$ cat src/rtl/pipe_pkg.sv
// pipe_pkg: shared defaults, forward-select encodings and shadow-entry type for pipe_hazard_sb
package pipe_pkg;
    localparam int NFWD_DEF  = 3;
    localparam int NREG_DEF  = 32;
    localparam int MAXLD_DEF = 2;
    localparam int RNW       = 8;
    localparam int FWD_RF    = 0;
    localparam int FWD_LDRET = NFWD_DEF + 1;
    typedef struct packed {
        logic           v;
        logic           ld;
        logic [RNW-1:0] rn;
    } shadow_t;
    function automatic int fwd_ldret(input int nfwd);
        return nfwd + 1;
    endfunction
endpackage

$ cat src/rtl/pipe_fwd_match.sv
// pipe_fwd_match: youngest-first operand matcher over the shadow pipeline and load-return bus
module pipe_fwd_match import pipe_pkg::*; #(
    parameter int NFWD = NFWD_DEF,
    parameter int AW   = 5,
    parameter int SW   = 3
) (
    input  logic [AW-1:0]      rn,
    input  shadow_t [NFWD-1:0] sh,
    input  logic               mem_done,
    input  logic [AW-1:0]      mem_rn,
    output logic [SW-1:0]      sel,
    output logic               ld_hit
);
    logic hit;
    always_comb begin
        sel    = SW'(FWD_RF);
        hit    = 1'b0;
        ld_hit = 1'b0;
        for (int k = 0; k < NFWD; k++)
            if (!hit && sh[k].v && sh[k].rn == RNW'(rn)) begin
                hit    = 1'b1;
                ld_hit = sh[k].ld;
                sel    = sh[k].ld ? SW'(FWD_RF) : SW'(k + 1);
            end
        if (sel == SW'(FWD_RF) && mem_done && mem_rn == rn)
            sel = SW'(fwd_ldret(NFWD));
        if (rn == '0) begin
            sel    = SW'(FWD_RF);
            ld_hit = 1'b0;
        end
    end
endmodule

$ cat src/rtl/pipe_hazard_sb.sv
// pipe_hazard_sb: issue-hazard scoreboard with forwarding selects; PIPE_HAZARD_PERF_EN enables stall_cnt
module pipe_hazard_sb import pipe_pkg::*; #(
    parameter int NFWD  = NFWD_DEF,
    parameter int NREG  = NREG_DEF,
    parameter int MAXLD = MAXLD_DEF,
    localparam int AW   = $clog2(NREG),
    localparam int SW   = $clog2(NFWD + 2)
) (
    input  logic          clk,
    input  logic          clrn,
    input  logic          id_valid,
    input  logic [AW-1:0] id_rs,
    input  logic [AW-1:0] id_rt,
    input  logic          id_use_rs,
    input  logic          id_use_rt,
    input  logic          id_wreg,
    input  logic [AW-1:0] id_rd,
    input  logic          id_load,
    output logic          id_ready,
    output logic [SW-1:0] fwda,
    output logic [SW-1:0] fwdb,
    input  logic          mem_done,
    input  logic [AW-1:0] mem_rn,
    output logic          ld_err,
    output logic [31:0]   stall_cnt
);
    localparam int CW = $clog2(MAXLD + 1);
    shadow_t [NFWD-1:0] sh;
    logic [NREG-1:0] pend;
    logic [CW-1:0] cnt;
    logic err, vdone, fire, ld_a, ld_b, haz_a, haz_b, haz_w, haz_s;
    logic [SW-1:0] sel_a, sel_b;
    pipe_fwd_match #(.NFWD(NFWD), .AW(AW), .SW(SW)) u_fwd_a (
        .rn(id_rs), .sh(sh), .mem_done(mem_done), .mem_rn(mem_rn), .sel(sel_a), .ld_hit(ld_a)
    );
    pipe_fwd_match #(.NFWD(NFWD), .AW(AW), .SW(SW)) u_fwd_b (
        .rn(id_rt), .sh(sh), .mem_done(mem_done), .mem_rn(mem_rn), .sel(sel_b), .ld_hit(ld_b)
    );
    // a load returning this very cycle satisfies its consumers and frees its slot
    assign vdone    = mem_done && pend[mem_rn];
    assign haz_a    = id_use_rs && id_rs != '0 && ((pend[id_rs] && !(mem_done && mem_rn == id_rs)) || ld_a);
    assign haz_b    = id_use_rt && id_rt != '0 && ((pend[id_rt] && !(mem_done && mem_rn == id_rt)) || ld_b);
    assign haz_w    = id_wreg && id_rd != '0 && pend[id_rd] && !(mem_done && mem_rn == id_rd);
    assign haz_s    = id_load && cnt == CW'(MAXLD) && !vdone;
    assign id_ready = !clrn || !(haz_a || haz_b || haz_w || haz_s);
    assign fwda     = clrn ? sel_a : '0;
    assign fwdb     = clrn ? sel_b : '0;
    assign fire     = id_valid && id_ready;
    assign ld_err   = err;
    always_ff @(posedge clk) begin
        if (!clrn) begin
            sh   <= '0;
            pend <= '0;
            cnt  <= '0;
            err  <= 1'b0;
        end else begin
            for (int k = NFWD - 1; k > 0; k--) sh[k] <= sh[k-1];
            sh[0] <= shadow_t'{v: fire && id_wreg && id_rd != '0, ld: id_load, rn: RNW'(id_rd)};
            pend  <= (pend & ~(NREG'(vdone) << mem_rn)) | (NREG'(fire && id_load && id_rd != '0) << id_rd);
            cnt   <= cnt + CW'(fire && id_load) - CW'(vdone);
            err   <= err || (mem_done && !pend[mem_rn]);
        end
    end
`ifdef PIPE_HAZARD_PERF_EN
    logic [31:0] stalls;
    always_ff @(posedge clk) begin
        if (!clrn) stalls <= '0;
        else if (id_valid && !id_ready && stalls != '1) stalls <= stalls + 32'd1;
    end
    assign stall_cnt = stalls;
`else
    assign stall_cnt = '0;
`endif
endmodule

$ cat config.mk
export PLATFORM = sky130hd
export DESIGN_NAME = pipe_hazard_sb
export DESIGN_NICKNAME = d
export VERILOG_FILES = /design/src/rtl/pipe_pkg.sv /design/src/rtl/pipe_fwd_match.sv /design/src/rtl/pipe_hazard_sb.sv
export SDC_FILE = /design/constraint.sdc
export NUM_CORES = 1
export LEC_CHECK = 0
export BUFFER_PORTS_ARGS = -buffer_cell sky130_fd_sc_hd__buf_2
export CORE_ASPECT_RATIO = 0.7
export CORE_MARGIN = 10
export CORE_UTILIZATION = 55
export CTS_CLUSTER_DIAMETER = 200
export DETAILED_ROUTE_END_ITERATION = 10
export GPL_TIMING_DRIVEN = 1
export PLACE_DENSITY = 0.77
export SYNTH_ARGS = -nofsm -noshare
export SYNTH_HDL_FRONTEND = slang
export SYNTH_HIERARCHICAL = 1
export SYNTH_SLANG_ARGS = --single-unit
export TNS_END_PERCENT = 30
$ cat constraint.sdc
create_clock -name clk -period 5.9 [get_ports clk]
set_input_delay 0.885 -clock clk [delete_from_list [all_inputs] [get_ports clk]]
set_output_delay 0.885 -clock clk [all_outputs]
set_load 0.1 [all_outputs]
==> reports/results.md <==
* **Max transition margin** 26.8%
* **dpl cells** 674
* **final wirelength** 14500 µm
* **Hold Startpoint** sh[9]
* **fraction of power consumed by sequential logic** 40.6%
* **number of hold buffers added after CTS** 0
* **detailed-route DRC error count** 0
* **launching point of the worst reg2reg path** sh[29]
* **clock latency on the worst-skew pair** 0.30 ns
* **sum of negative setup slack** 0 ns
* **status** finished clean
* **biggest fanout along the worst timing path** 29
* **Antenna Diode Count** 0
* **flip-flop and latch count after synthesis** 56
* **violation count after the first detailed-route iteration** 651
* **Yosys warning count** 6
* **CTS clk-pin slew, worst paths** 0.07 ns
* **share of total power in the clock network** 30.9%
* **cell-internal power** 0.613 mW
* **layout overhead on the synthesized area** 4.08%
* **leftover overflow at the end of global routing** 0
* **TritonCTS sink count** 56
* **VDD IR max** 0.150 mV
* **number of nets in the layout** 591
* **switching power as a share of total power** 37.7%
* **number of enable flip-flop cells after synthesis** 0
* **placer's final routability congestion estimate** 0.975
* **Num CTS Buffers** 5
* **Min-Delay Endpoint** sh[19]
* **final worst path period share** 81.5%
* **endpoint of the lowest-slack register-to-register path** cnt[1]
* **Worst setup EP type** primary output
* **final non-filler cell total** 682
* **overall die area** 13100 µm²
* **Synth async-reset ratio** 0%
* **post-synthesis sequential area ratio** 23.0%
* **number of stages on the worst hold path** 1
* **CTS root buffer** sky130_fd_sc_hd__clkbuf_16
* **wire length of the first global-routing pass** 23100 µm
* **post-cts sizing count** 0
* **count of input and output buffers** 35
* **total via count after detailed routing** 4363
* **vias in the first global route** 4196
* **worst reg-to-reg setup slack** 1.87 ns
* **row cnt** 28
* **part of the power in combinational logic** 28.5%
* **kind of critical path** in -> out
* **router iterations before antenna repair** 5
* **largest net degree at the start of global routing** 46
* **count of pins on the block boundary** 68
* **Cells after Synth** 544
* **Setup Viol. Count Final** 0
* **detail-routed net length per standard cell** 21.3 µm
* **detailed placer's ending HPWL** 10700 µm
* **area of the mapped netlist** 4880 µm²
* **max-slew violation count** 0
* **number of distinct library cells after synthesis** 65
* **gr usage total** 21.4%
* **initial antenna violation count** 0
* **fraction of layout cells with a size suffix above 1** 17.4%
* **Pleak** 1.91 nW
* **slew at the pin with the worst max-slew slack** 1.09 ns
* **unrepaired setup endpoints after global routing** no
* **deepest level of the CTS H-tree** 2
* **number of cell instances on the worst register-to-register path** 17
* **Antenna Violating Nets Remaining** 0
* **Post-CTS Setup Inserts** 0
* **y dimension of the die** 98.8 µm
* **dominant register cell in the synthesized netlist** sky130_fd_sc_hd__dfxtp_1
* **placeable core region** 8550 µm²
* **classification of the worst-slack hold path** reg -> reg
* **Tmin final** 4.81 ns
* **clock skew** 0.00985 ns
* **post-synthesis average cell area** 8.97 µm²
* **effective utilization at floorplan** 57.1%
* **Max Freq** 208 MHz
* **power density relative to cell area** 194 nW/µm²
* **arrival time worst endpoint** 3.93 ns
* **total count of hold-check failures in the final report** 0
* **maximum clock path buffer count** 2
* **nature of the critical path startpoint** input pin
* **clock tree from TritonCTS** yes
* **Max Cap Viol** 0
* **power dissipated by switching net loads** 0.372 mW
* **CP required** 5.02 ns
* **width of the die** 133 µm
* **routed vias/inst** 6.40
[cell usage after synthesis (all sizes together) (2+ instances only)]
| master | count | area, µm² |
|---|---|---|
| ha | 2 | 25.0 |
| a22oi | 5 | 37.5 |
| o21a | 3 | 22.5 |
| o211ai | 7 | 52.6 |
| mux2 | 9 | 101 |
| nor4b | 6 | 77.6 |
| a31oi | 3 | 25.0 |
| and3 | 2 | 12.5 |
| a21o | 3 | 22.5 |
| dfxtp | 56 | 1120 |
| nand4 | 7 | 43.8 |
| nand3b | 5 | 37.5 |
| a21boi | 4 | 30.0 |
| mux4 | 19 | 432 |
| mux2i | 26 | 260 |
| nor3 | 10 | 60.1 |
| o2111ai | 4 | 35.0 |
| a211oi | 5 | 37.5 |
| or4b | 2 | 27.5 |
| a21oi | 4 | 20.0 |
| o41ai | 3 | 26.3 |
| nor3b | 4 | 30.0 |
| nor2 | 18 | 67.6 |
| nor2b | 11 | 73.8 |
| inv | 7 | 26.3 |
| xor2 | 35 | 307 |
| o311ai | 16 | 158 |
| xnor2 | 22 | 193 |
| or2 | 3 | 18.8 |
| o31ai | 12 | 90.1 |
| o21bai | 2 | 15.0 |
| nand2 | 49 | 184 |
| a31o | 2 | 17.5 |
| or3 | 3 | 18.8 |
| a41o | 8 | 80.1 |
| and2 | 33 | 206 |
| buf | 56 | 402 |
| clkbuf | 20 | 75.1 |
| o21ai | 19 | 95.1 |
| nand3 | 10 | 60.1 |
| nand2b | 8 | 50.1 |
| nor4 | 11 | 124 |
| o22ai | 2 | 12.5 |
[final cells by class]
cell class                      count  area [µm²]
Fill cell                         818        3470
Multi-Input combinational cell    454        3440
Sequential cell                    56        1120
Timing Repair Buffer               37         190
Tap cell                          120         150
Clock buffer                        5         125
Clock inverter                      3        26.3
Inverter                            7        26.3
[kinds of logic (layout without fill, tap and decap cells)]
family / Yosys count / count (layout) / synth area share (%)
xor gates and xnor gates: 57 / 57 / 10.2
other: 1 / 50 / 0.0769
adders and majority gates: 2 / 2 / 0.513
AOI/OAI and AO/OA: 108 / 108 / 17.1
buffers and inverters: 83 / 52 / 10.3
and+or+nand+nor: 183 / 183 / 22.6
muxes: 54 / 54 / 16.3
DFF: 56 / 56 / 23.0
[state kept, by name (all words and copies together) (netlist names)]
name	cells
cnt	2
ld_err	1
pend	32
sh	21
[worst max-delay path: stages]
cell and delay (ns):
sky130_fd_sc_hd__buf_2 0.59, sky130_fd_sc_hd__mux2i_1 0.26, sky130_fd_sc_hd__a22oi_1 0.10, sky130_fd_sc_hd__and3_1 0.19, sky130_fd_sc_hd__a31o_2 0.24, sky130_fd_sc_hd__o21a_1 0.38, sky130_fd_sc_hd__o311ai_4 0.82, sky130_fd_sc_hd__nand2_1 0.10
sky130_fd_sc_hd__buf_2 0.32
[power by group through the flow]
stage               registers, mW  logic, mW  clock network, mW
floorplan                   0.409      0.249                  0
global placement            0.408      0.270                  0
detailed placement          0.408      0.276                  0
CTS                         0.399      0.276              0.305
global route                0.401      0.297              0.319
finish                      0.400      0.281              0.304
[worst max-delay path by stage]
| stage | cells past startpoint | start | slack (ns) | end |
|---|---|---|---|---|
| 4_1_cts | 9 | mem_rn[0] | 1.15 | id_ready |
| 6_report | 9 | mem_rn[0] | 1.09 | id_ready |
| 3_3_place_gp | 15 | mem_rn[0] | 1.21 | cnt[1] |
| 5_1_grt | 12 | id_rt[2] | 0.88 | id_ready |
| 2_1_floorplan | 12 | id_rt[3] | 1.50 | id_ready |
| 3_5_place_dp | 15 | mem_rn[0] | 1.09 | cnt[1] |
[metal layers]
metal | track usage, % | wire, µm | vias up
met3 | 5.43 | 1840 | 31
met5 | 0 | 0 | -
li1 | - | - | 1955
met1 | 31.1 | 6420 | 2084
met4 | 5.06 | 215 | 0
met2 | 30.9 | 6050 | 293
[cell usage in the layout (no fill, tap or decap), types with 8 or more instances in the layout]
master	count
sky130_fd_sc_hd__buf_2	35
sky130_fd_sc_hd__nand3_1	8
sky130_fd_sc_hd__mux2_2	9
sky130_fd_sc_hd__xnor2_1	22
sky130_fd_sc_hd__o21ai_0	13
sky130_fd_sc_hd__and2_1	33
sky130_fd_sc_hd__nor3_1	8
sky130_fd_sc_hd__o311ai_0	15
sky130_fd_sc_hd__nor2b_1	9
sky130_fd_sc_hd__mux2i_1	26
sky130_fd_sc_hd__mux4_2	18
sky130_fd_sc_hd__dfxtp_1	56
sky130_fd_sc_hd__conb_1	50
sky130_fd_sc_hd__xor2_1	35
sky130_fd_sc_hd__a41o_1	8
sky130_fd_sc_hd__nand2_1	49
sky130_fd_sc_hd__o31ai_1	12
sky130_fd_sc_hd__nand2b_1	8
sky130_fd_sc_hd__nor2_1	18
[through the flow]
step                      power [mW]  hold WS (ns)  utilization (%)  setup WS, ns  instance area (µm²)
after global placement         0.677         0.460             57.6          1.21                 4930
after detailed placement       0.684         0.470             57.6          1.09                 4930
after global routing            1.02         0.512             59.4         0.876                 5080
after floorplan                0.658         0.440                -          1.50                 5060
after CTS                      0.981         0.486             59.4          1.15                 5080
final                          0.985         0.485             59.4          1.09                 5080
Power figures use the tool's default switching activity.
